[src/rtl/parity_check_rx.sv]
// parity_check_rx: serial frame receiver with parity check.
// A frame is DATA_W data bits (LSB first) followed by one parity bit. The
// first data bit is marked by sof. Bits are accepted only when x_valid=1;
// gaps of any length between bits are allowed. A sof in mid-frame aborts
// the current frame and starts a new one with that bit.
// Optional feature: define PARITY_ERR_CNT_EN to add an 8-bit saturating
// count of frames received with a parity error (err_count).
module parity_check_rx #(
   parameter int DATA_W     = 8,
   parameter bit ODD_PARITY = 1'b0
) (
   input  logic              clk,
   input  logic              rst_n,
   input  logic              x,
   input  logic              x_valid,
   input  logic              sof,
   output logic [DATA_W-1:0] data_out,
   output logic              data_valid,
   output logic              par_err,
   output logic              z,
   output logic              busy
`ifdef PARITY_ERR_CNT_EN
   ,
   output logic [7:0]        err_count
`endif
);

   localparam int CW = $clog2(DATA_W + 1);

   typedef enum logic [1:0] {
      S_IDLE,
      S_DATA,
      S_PARITY
   } state_t;

   state_t            state, state_next;
   logic [CW-1:0]     count, count_next;
   logic [DATA_W-1:0] shreg, shreg_next;
   logic              z_next;
   logic              frame_done;
   logic              frame_err;

   // Next-state and datapath decode: sof always wins, then per-state bit handling.
   always_comb begin
      // NOTE: every signal assigned here gets a default first, so no path
      // leaves it unassigned and no latch is inferred.
      state_next = state;
      count_next = count;
      shreg_next = shreg;
      z_next     = z;
      frame_done = 1'b0;
      frame_err  = (((^shreg) ^ x) != ODD_PARITY);

      if (x_valid) begin
         if (sof) begin
            // New frame, also when it aborts a frame in progress.
            state_next = S_DATA;
            count_next = CW'(1);
            shreg_next = DATA_W'(x);
            z_next     = x;
         end else begin
            case (state)
               S_DATA: begin
                  for (int i = 0; i < DATA_W; i++) begin
                     if (count == CW'(i)) shreg_next[i] = x;
                  end
                  count_next = count + CW'(1);
                  z_next     = z ^ x;
                  if (count == CW'(DATA_W - 1)) state_next = S_PARITY;
               end
               S_PARITY: begin
                  z_next     = z ^ x;
                  frame_done = 1'b1;
                  count_next = '0;
                  state_next = S_IDLE;
               end
               default: ;  // IDLE without sof: bit is ignored
            endcase
         end
      end
   end

   // Frame state register: FSM state, bit counter, shift register, running XOR.
   always_ff @(posedge clk or negedge rst_n) begin
      if (!rst_n) begin
         state <= S_IDLE;
         count <= '0;
         shreg <= '0;
         z     <= 1'b0;
      end else begin
         // NOTE: sequential state uses non-blocking assignments so every
         // register samples the pre-edge values regardless of statement order.
         state <= state_next;
         count <= count_next;
         shreg <= shreg_next;
         z     <= z_next;
      end
   end

   // Result registers: publish the word and parity verdict when a frame completes.
   always_ff @(posedge clk or negedge rst_n) begin
      if (!rst_n) begin
         data_out   <= '0;
         par_err    <= 1'b0;
         data_valid <= 1'b0;
      end else begin
         data_valid <= frame_done;
         if (frame_done) begin
            data_out <= shreg;
            par_err  <= frame_err;
         end
      end
   end

`ifdef PARITY_ERR_CNT_EN
   // Saturating count of completed frames that failed the parity check.
   always_ff @(posedge clk or negedge rst_n) begin
      if (!rst_n) begin
         err_count <= '0;
      end else if (frame_done && frame_err && (err_count != 8'hFF)) begin
         err_count <= err_count + 8'd1;
      end
   end
`endif

   assign busy = (state != S_IDLE);

endmodule

[config.mk]
export PLATFORM = sky130hd
export DESIGN_NAME = parity_check_rx
export DESIGN_NICKNAME = d
export VERILOG_FILES = /design/src/rtl/parity_check_rx.sv
export SDC_FILE = /design/constraint.sdc
export NUM_CORES = 1
export LEC_CHECK = 0
export BUFFER_PORTS_ARGS = -buffer_cell sky130_fd_sc_hd__buf_2
export CAP_MARGIN = 0
export CELL_PAD_IN_SITES_DETAIL_PLACEMENT = 1
export CELL_PAD_IN_SITES_GLOBAL_PLACEMENT = 1
export CORE_ASPECT_RATIO = 0.75
export CORE_UTILIZATION = 44
export DETAILED_ROUTE_END_ITERATION = 8
export PLACE_DENSITY = 0.82
export SLEW_MARGIN = 25
export SYNTH_ARGS = -nofsm -noshare
export SYNTH_HDL_FRONTEND = slang
export SYNTH_SLANG_ARGS = --single-unit
[constraint.sdc]
create_clock -name clk -period 1.83 [get_ports clk]
set_input_delay 0.2745 -clock clk [delete_from_list [all_inputs] [get_ports clk]]
set_output_delay 0.2745 -clock clk [all_outputs]
set_load 0.01 [all_outputs]
**Word-level counts from Yosys, hierarchy flattened**

Index checks and enable logic that the tools add are counted.

- Bits in registers: 25
- Memories kept: 0
- Bits in writable memories: 0
- Bits in read-only memories: 0
- Input bits: 5
- Output and inout port bits: 12
- Latch bits: 0

- Bitwise operators: 2
- Equality and inequality tests: 10
- Shifts and indexed selects: 0
- Divide/modulo/power cells: 0
- Magnitude comparators: 0
- Reduce and logical (&&, ||, !) cells: 26
- Mux-type cells: 20
- Add/sub/neg operators: 1
- Multiply operators: 0

Operator list:

| operator | count |
|---|---|
| $reduce_and A3 Y1 | 9 |
| $reduce_bool A2 Y1 | 11 |
| $eq A4 B3 Y1 const B | 4 |
| $mux W8 | 2 |
| $mux W1 | 13 |
| $eq A4 B2 Y1 const B | 2 |
| $pmux W4 S2 | 1 |
| $reduce_xor A8 Y1 | 1 |
| $add A4 B1 Y4 const B | 1 |
| $eq A4 B1 Y1 const B | 1 |
| $logic_not A4 Y1 | 1 |
| $mux W2 | 2 |
| $mux W4 | 1 |
| $pmux W2 S2 | 1 |
| $reduce_and A2 Y1 | 2 |
| $ne A3 B3 Y1 const B | 1 |
| $reduce_bool A3 Y1 | 1 |
| $eq A2 B1 Y1 const B | 1 |
| $eq A2 B2 Y1 const B | 1 |
| $reduce_or A2 Y1 | 1 |
| $xor A1 B1 Y1 | 2 |

**Depth between registers and ports, before layout**

Gate-level depths: netlist of the first run.

- Depth after elaboration: 4
- Gate-level depth with buffers: 7
- Gate-level depth less buffers: 6

**Worst setup path before layout of the first run**

Ideal clock, no wire load.

- Kind: reg2reg
- Start: reg state[0]
- End: reg data_out[0]
- Required time: 1.705 ns
- Stages on the path, launching flop included: 7
- Period minus slack after synthesis: 1.666 ns
- Data arrival time: 1.541 ns
- Setup slack: 0.164 ns
- Cell sequence: dfrtp_1 -> inv_1 -> ha_1 -> inv_2 -> or3_4 -> buf_6 -> mux2_4

- Longest elaborated chain between the ends: 4

RTL lines:

| element | RTL line | source |
|---|---|---|
| start, declared | 36 | `state_t state, state_next;` |
| start signal, assigned | 93 | `state <= state_next;` |
| $eq A2 B2 Y1 | 62 | `case (state)` |
| $mux W1 | 62 |  |
| $mux W1 | 55 | `if (sof) begin` |
| $mux W1 | 54 | `if (x_valid) begin` |
| end signal, assigned | 109 | `data_out <= shreg;` |
| end, declared | 17 | `output logic [DATA_W-1:0] data_out,` |

Every way passes these cells.
A chain may end at the register's enable or synchronous reset.

**Worst setup path after layout of the first run**

- Start: reg state[1]
- End: reg shreg[0]

- Longest elaborated chain between the ends: 3

RTL lines:

| element | RTL line | source |
|---|---|---|
| $eq A2 B1 Y1 | 62 |  |
| $reduce_bool A2 Y1 (no source line) | -- |  |
| $reduce_and A3 Y1 (no source line) | -- |  |
| end signal, assigned | 95 | `shreg <= shreg_next;` |
| end, declared | 38 | `logic [DATA_W-1:0] shreg, shreg_next;` |

Every way passes these cells.

==> summary.txt, run 1 <==
STA
  • Fmax: 591 MHz
  • Post-route clock period utilization: 0.925
  • RSZ-0062 raised after global routing: false
  • Final setup margin: 0.138 ns
  • Headroom to the max-slew limit: 0.616
  • Final setup vio count: 0
  • Final Hold Vio Count: 0
  • Slew @ Worst Pin: 0.576 ns
  • Setup TNS: 0 ns
  • Post-layout minimum cycle time: roughly 1.7 ns
  • Worst Skew: 0.00657 ns
  • Fin. max-slew vios: 0

Synthesis
  • Main synth FF type: dfrtp_1
  • Mapped Cells: 118
  • Ys Warns: 0
  • Commonest cells post-synth: dfrtp_1, inv_1, nand2_1
  • Synth area leaders: dfrtp_1, mux2_4, ha_1
  • Ys async rst share: 1.00
  • Cell Area, Synth: 1330 sq um
  • Share of the synthesized area in the top cell type: 0.472
  • Seq/Total Area, Yosys: 0.472
  • Most common cell in the synthesized netlist: dfrtp_1
  • Synth cell types: 32
  • Post-Syn Area per Cell: 11.2 sq um
  • Post-Syn Nets: 130
  • Area leader, netlist: dfrtp_1
  • #FFs+latches synth: 25
  • Post-synth EDFFs: 0

Floorplanning
  • Die footprint: around 3200 sq um
  • Effective utilization at floorplan: 0.487
  • CORE AREA: 2720 sq um
  • IO Count: 17
  • Die span in y: 49.5 um
  • Die Wd: 65.4 um
  • Row cnt: 16

Finish
  • Layout cells sized above 1: 0.246
  • Area Overhead vs Synth: 13.6%
  • Final #Nets: 151
  • Area of the multi-input gates: 636 sq um
  • Diode count: 0
  • Register area: 626 sq um
  • Fill cells: 307

Detailed routing
  • DRC Markers: 0
  • DR WL/cell: 17.7 um
  • Max layer used: met4
  • DRT met1 WL: roughly 1500 um
  • Metal2 WL: 1480 um
  • First DRT Iteration DRCs: 89
  • Metal3 WL: about 110 um
  • Post-route ant nets: 0
  • Via density: 5.55
  • Vias: 966
  • Final wirelength: 3080 um
  • 1st-pass router iterations: 4

CTS
  • CTS Buf Count: 3
  • CTS Sinks: 25
  • Clock transition at the registers of the reported paths: 0.09 ns
  • Clock insertion delay at the later pin of the skew report: around 0.28 ns
  • CTS tree: done
  • H-tree depth: 1
  • Root Buffer Master: clkbuf_8
  • Max clock buf depth: 2
  • CTS-repair resized insts: 0

Global routing
  • Largest net degree at the start of global routing: 26
  • Congestion Overflow GR: 0
  • Antenna violations before repair: 0
  • GRT Total Usage: 0.231
  • First-pass GRT wire length: around 5400 um
  • Vias in the first global route: slightly below 1k

Placement
  • GPL Wtd Cong: 0.780
  • Hpwl dp: 2220 um
  • Port Buffers: 16
  • Dpl ws: 0.194 ns

Critical path
  • Reg2Reg Depth: 6
  • Startpoint types: flop
  • Origin of the critical flop-to-flop path: state[1]
  • Worst Path Required: 2.00 ns
  • CP max FO: 5
  • Crit Path Class: flop to flop
  • Reg-to-reg critical path endpoint: shreg[0]
  • WP data arrival: 1.86 ns
  • R2R Setup Slk: 0.14 ns
  • Crit. End Element: flop

Pwr
  • Pwr Density: 1220 nW/um^2
  • Leak: 0.801 nW
  • Pwr Total: 1.84 mW
  • Peak VDD IR: 559 uV

Worst hold path
  • Hold Path Class: input port to flop
  • Worst Min Path Start: x
  • Hold Path End: z
  • Hold Path Depth: 3

Status
  • Outcome: completed

Run
  • MaxCap Viol Count: 0
-- through the flow --
stage / area [sq um] / hold slack (ns) / instances / utilization
after CTS: 1510 / 0.325 / 174 / 0.553
after global placement: 1450 / 0.290 / 169 / 0.531
after global routing: 1510 / 0.357 / 174 / 0.553
final: 1510 / 0.326 / 174 / 0.553
after detailed placement: 1450 / 0.305 / 169 / 0.531
after floorplan: 1330 / -0.0211 / 118 / -
-- power breakdown --
group          internal [mW]  switching (mW)  leakage (nW)
registers              0.673           0.137         0.332
clock network          0.155           0.191        0.0217
logic                  0.319           0.369         0.447
-- placed cells by master, fill, tap and decap left out --
cell,netlist,layout
clkbuf_8,0,3
clkinvlp_4,0,1
nand3_1,6,6
mux2i_1,7,7
inv_1,11,11
dfrtp_1,25,25
mux2_4,7,7
nand2b_1,1,1
o221ai_1,1,1
a22oi_1,1,1
mux2_2,2,2
o21ai_0,5,5
a32oi_1,2,2
o2bb2ai_1,1,1
xnor3_1,1,1
or3_4,1,1
a21oi_1,5,5
nor2_1,2,2
and3b_1,1,1
ha_1,7,7
inv_2,1,1
o22ai_1,1,1
nor2_2,1,1
o32ai_1,3,3
dlygate4sd3_1,0,1
a31oi_1,1,1
and4b_1,1,1
xnor2_1,4,4
buf_2,0,16
nor2b_1,1,1
nor3_1,2,2
nand4_1,1,1
xor2_1,2,2
nand2_1,11,11
buf_4,0,2
-- registers in the layout (all words and copies together), names as in the netlist --
name / count
data_out: 8
shreg: 8
count: 4
state: 2
data_valid: 1
par_err: 1
z: 1
-- kinds of logic (layout without fill, tap and decap cells) --
group           Yosys count  count (layout)  synth area share
mux                      16              16             0.149
fa+ha+maj                 7               7            0.0661
compound gates           20              20            0.0992
simple gates             28              28             0.109
xor+xnor                  7               7            0.0567
flops                    25              25             0.472
buf+inv                  15              35            0.0482
-- area by class of cell --
| cell class | instances | share of cell area |
|---|---|---|
| Inverter | 12 | 0.0299 |
| Clock inverter | 1 | 0.00499 |
| Timing Repair Buffer | 19 | 0.0698 |
| Multi-Input combinational cell | 78 | 0.422 |
| Sequential cell | 25 | 0.416 |
| Clock buffer | 3 | 0.0274 |
| Tap cell | 36 | 0.0299 |
-- routing by layer --
layer | global-route usage | up-vias
li1 | - | 453
met1 | 0.314 | 489
met2 | 0.364 | 19
met3 | 0.0486 | 5
met4 | 0.0761 | 0
met5 | 0 | -
-- critical path, stage by stage (launching register included) --
cell	delay, ns
dfrtp_1	0.39
inv_1	0.09
ha_1	0.24
inv_1	0.20
nor2_2	0.09
a32oi_1	0.22
mux2_2	0.35
-- repair_timing --
item | 4_1_cts | 5_1_grt
hold endpoints to repair | 25 | 0
hold buffers | 1 | 0
buffers inserted | 0 | 0
-- worst max-delay path by stage --
stage                   from          end  slack (ns)  depth (start not counted)
detailed placement  state[1]     shreg[0]        0.19                          6
global route        state[1]     shreg[5]        0.04                          7
floorplan           state[0]  data_out[0]        0.16                          6
global placement    state[1]     shreg[0]        0.24                          6
CTS                 state[1]     shreg[0]        0.16                          6
finish              state[1]     shreg[0]        0.14                          6
(Power assumes the default switching activity.)
==> inputs of run 2 (changes only) <==
--- a/config.mk
+++ b/config.mk
@@ -9,7 +9,7 @@
 export CAP_MARGIN = 0
 export CELL_PAD_IN_SITES_DETAIL_PLACEMENT = 1
 export CELL_PAD_IN_SITES_GLOBAL_PLACEMENT = 1
-export CORE_ASPECT_RATIO = 0.75
+export CORE_ASPECT_RATIO = 1.25
 export CORE_UTILIZATION = 44
 export DETAILED_ROUTE_END_ITERATION = 8
 export PLACE_DENSITY = 0.82
==> summary.txt, run 2 (same netlist as run 1, synthesis figures left out) <==
Floorplanning
  • Row cnt: 21 (+5)
  • Die footprint: 3240 sq um (about the same)
  • IO Count: 17 (unchanged)
  • CORE AREA: 2760 sq um (+1.3%)
  • Effective utilization at floorplan: 0.480 (-0.00640)
  • Die Wd: 51.1 um (-22%)
  • Die span in y: 63.4 um (+28%)

Finish
  • Area of the multi-input gates: 636 sq um (unchanged)
  • Area Overhead vs Synth: 11.7%
  • Final #Nets: 151 (unchanged)
  • Diode count: 0 (unchanged)
  • Regs by FF count: data_out x8, shreg x8, count x4
  • Commonest non-fill, non-tap cell in the layout: dfrtp_1
  • Register area: 626 sq um (unchanged)
  • Most frequent cells in the layout: dfrtp_1, buf_2, inv_1, nand2_1
  • Fill cells: 307 (unchanged)
  • Layout Utilization: 0.537 (-0.0163)
  • Layout cells sized above 1: 0.239 (-0.00725)

STA
  • Fin. max-slew vios: 0 (unchanged)
  • Slew @ Worst Pin: 0.565 ns (-0.0104 ns)
  • Post-layout minimum cycle time: 1.64 ns (-0.0505 ns)
  • Final setup vio count: 0 (unchanged)
  • Setup TNS: 0 ns (unchanged)
  • Hold WS: 0.252 ns (-0.0740 ns)
  • RSZ-0062 raised after global routing: false
  • Post-route clock period utilization: 0.897 (-0.0276)
  • Final setup margin: 0.189 ns (+0.0505 ns)
  • Worst Skew: 0.00648 ns (-0.0000905 ns)
  • Fmax: 609 MHz (+3.1%)
  • Final Hold Vio Count: 0 (unchanged)
  • Headroom to the max-slew limit: 0.623 (+0.00693)

Detailed routing
  • Vias: 949 (-1.8%)
  • DRC Markers: 0 (unchanged)
  • 1st-pass router iterations: 3 (-1)
  • Final wirelength: 2830 um (-8.4%)
  • Via density: 5.52 (-0.62%)
  • DR WL/cell: 16.4 um (-7.3%)
  • First DRT Iteration DRCs: 17 (-81%)
  • Post-route ant nets: 0 (unchanged)

Worst hold path
  • Hold Path Depth: 2 (-1)
  • Worst Min Path Start: sof
  • Hold Path Class: input port to flop
  • Hold Path End: shreg[7]

Status
  • Outcome: completed

Critical path
  • Crit Path Class: flop to flop
  • CP max FO: 11 (+6)
  • Worst Setup SP: state[0]
  • Startpoint types: flop
  • Worst Path Required: 2.05 ns (+0.05 ns)
  • Origin of the critical flop-to-flop path: state[0]
  • Crit. End Element: flop
  • Reg2Reg Depth: 5 (-1)
  • WP data arrival: 1.86 ns (about the same)
  • R2R Setup Slk: 0.19 ns (+0.05 ns)
  • Reg-to-reg critical path endpoint: data_out[1]

Pwr
  • Leak: 0.794 nW (-0.84%)
  • Peak VDD IR: 537 uV (-4.1%)
  • Pwr Total: 1.72 mW (-6.7%)
  • Pwr Density: 1160 nW/um^2 (-5.1%)

Placement
  • GPL Wtd Cong: 0.773 (-0.94%)
  • Dpl ws: 0.208 ns (+0.0139 ns)
  • Hpwl dp: 2160 um (-2.7%)
  • Port Buffers: 16 (unchanged)

Global routing
  • Antenna violations before repair: 0 (unchanged)
  • Largest net degree at the start of global routing: 26 (unchanged)
  • GRT Total Usage: 0.201 (-0.0294)
  • Congestion Overflow GR: 0 (unchanged)
  • Vias in the first global route: 1031 (+3.6%)
  • First-pass GRT wire length: 4770 um (-11%)

CTS
  • H-tree depth: 1 (unchanged)
  • Post-CTS Setup Bufs: 0 (unchanged)
  • CTS Sinks: 25 (unchanged)
  • Root Buffer Master: clkbuf_4
  • CTS Buf Count: 3 (unchanged)
  • CTS tree: done
  • Max clock buf depth: 2 (unchanged)
  • Clock insertion delay at the later pin of the skew report: 0.32 ns (+0.04 ns)
  • Clock transition at the registers of the reported paths: 0.13 ns (+0.04 ns)

Run
  • MaxCap Viol Count: 0 (unchanged)
[run 2: worst max-delay path by stage]
| stage | end | slack, ns | cells past startpoint |
|---|---|---|---|
| after detailed placement | data_out[3] | 0.21 | 5 |
| after CTS | data_out[1] | 0.19 | 5 |
| final | data_out[1] | 0.19 | 5 |
| after global routing | data_out[2] | 0.12 | 5 |
| after global placement | data_out[6] | 0.26 | 5 |
| after floorplan | data_out[0] | 0.16 | 6 |
[run 2: final cells by class]
type / instances / area share
clock buffers: 4 / 0.0178
inverters: 12 / 0.0304
multi-input cells: 78 / 0.429
flip-flops and latches: 25 / 0.423
well taps: 34 / 0.0287
repair buffers: 19 / 0.0710
[run 2: metal layers]
layer	global-route usage	wire, um
met5	0	0
met4	0.0938	54
met3	0.0290	59
met2	0.359	1540
met1	0.228	1170
[run 2: what timing repair did]
action,in CTS,in global routing
endpoints found under the hold margin,25,0
gates resized for setup,0,0
hold buffers,1,0
[run 2: power by group]
part,switching [mW],internal (mW)
logic,0.359,0.315
registers,0.123,0.672
clock network,0.165,0.0855
[run 2: worst max-delay path, cell delays in order (launching register included)]
cell,delay (ns)
dfrtp_1,0.42
inv_1,0.09
ha_1,0.19
inv_2,0.04
or3_4,0.47
mux2_4,0.33
[run 2: per-stage QoR]
stage / cells / area (sq um)
after global placement: 167 / 1440
after detailed placement: 167 / 1440
after global routing: 172 / 1480
final: 172 / 1480
after floorplan: 118 / 1330
after CTS: 172 / 1480
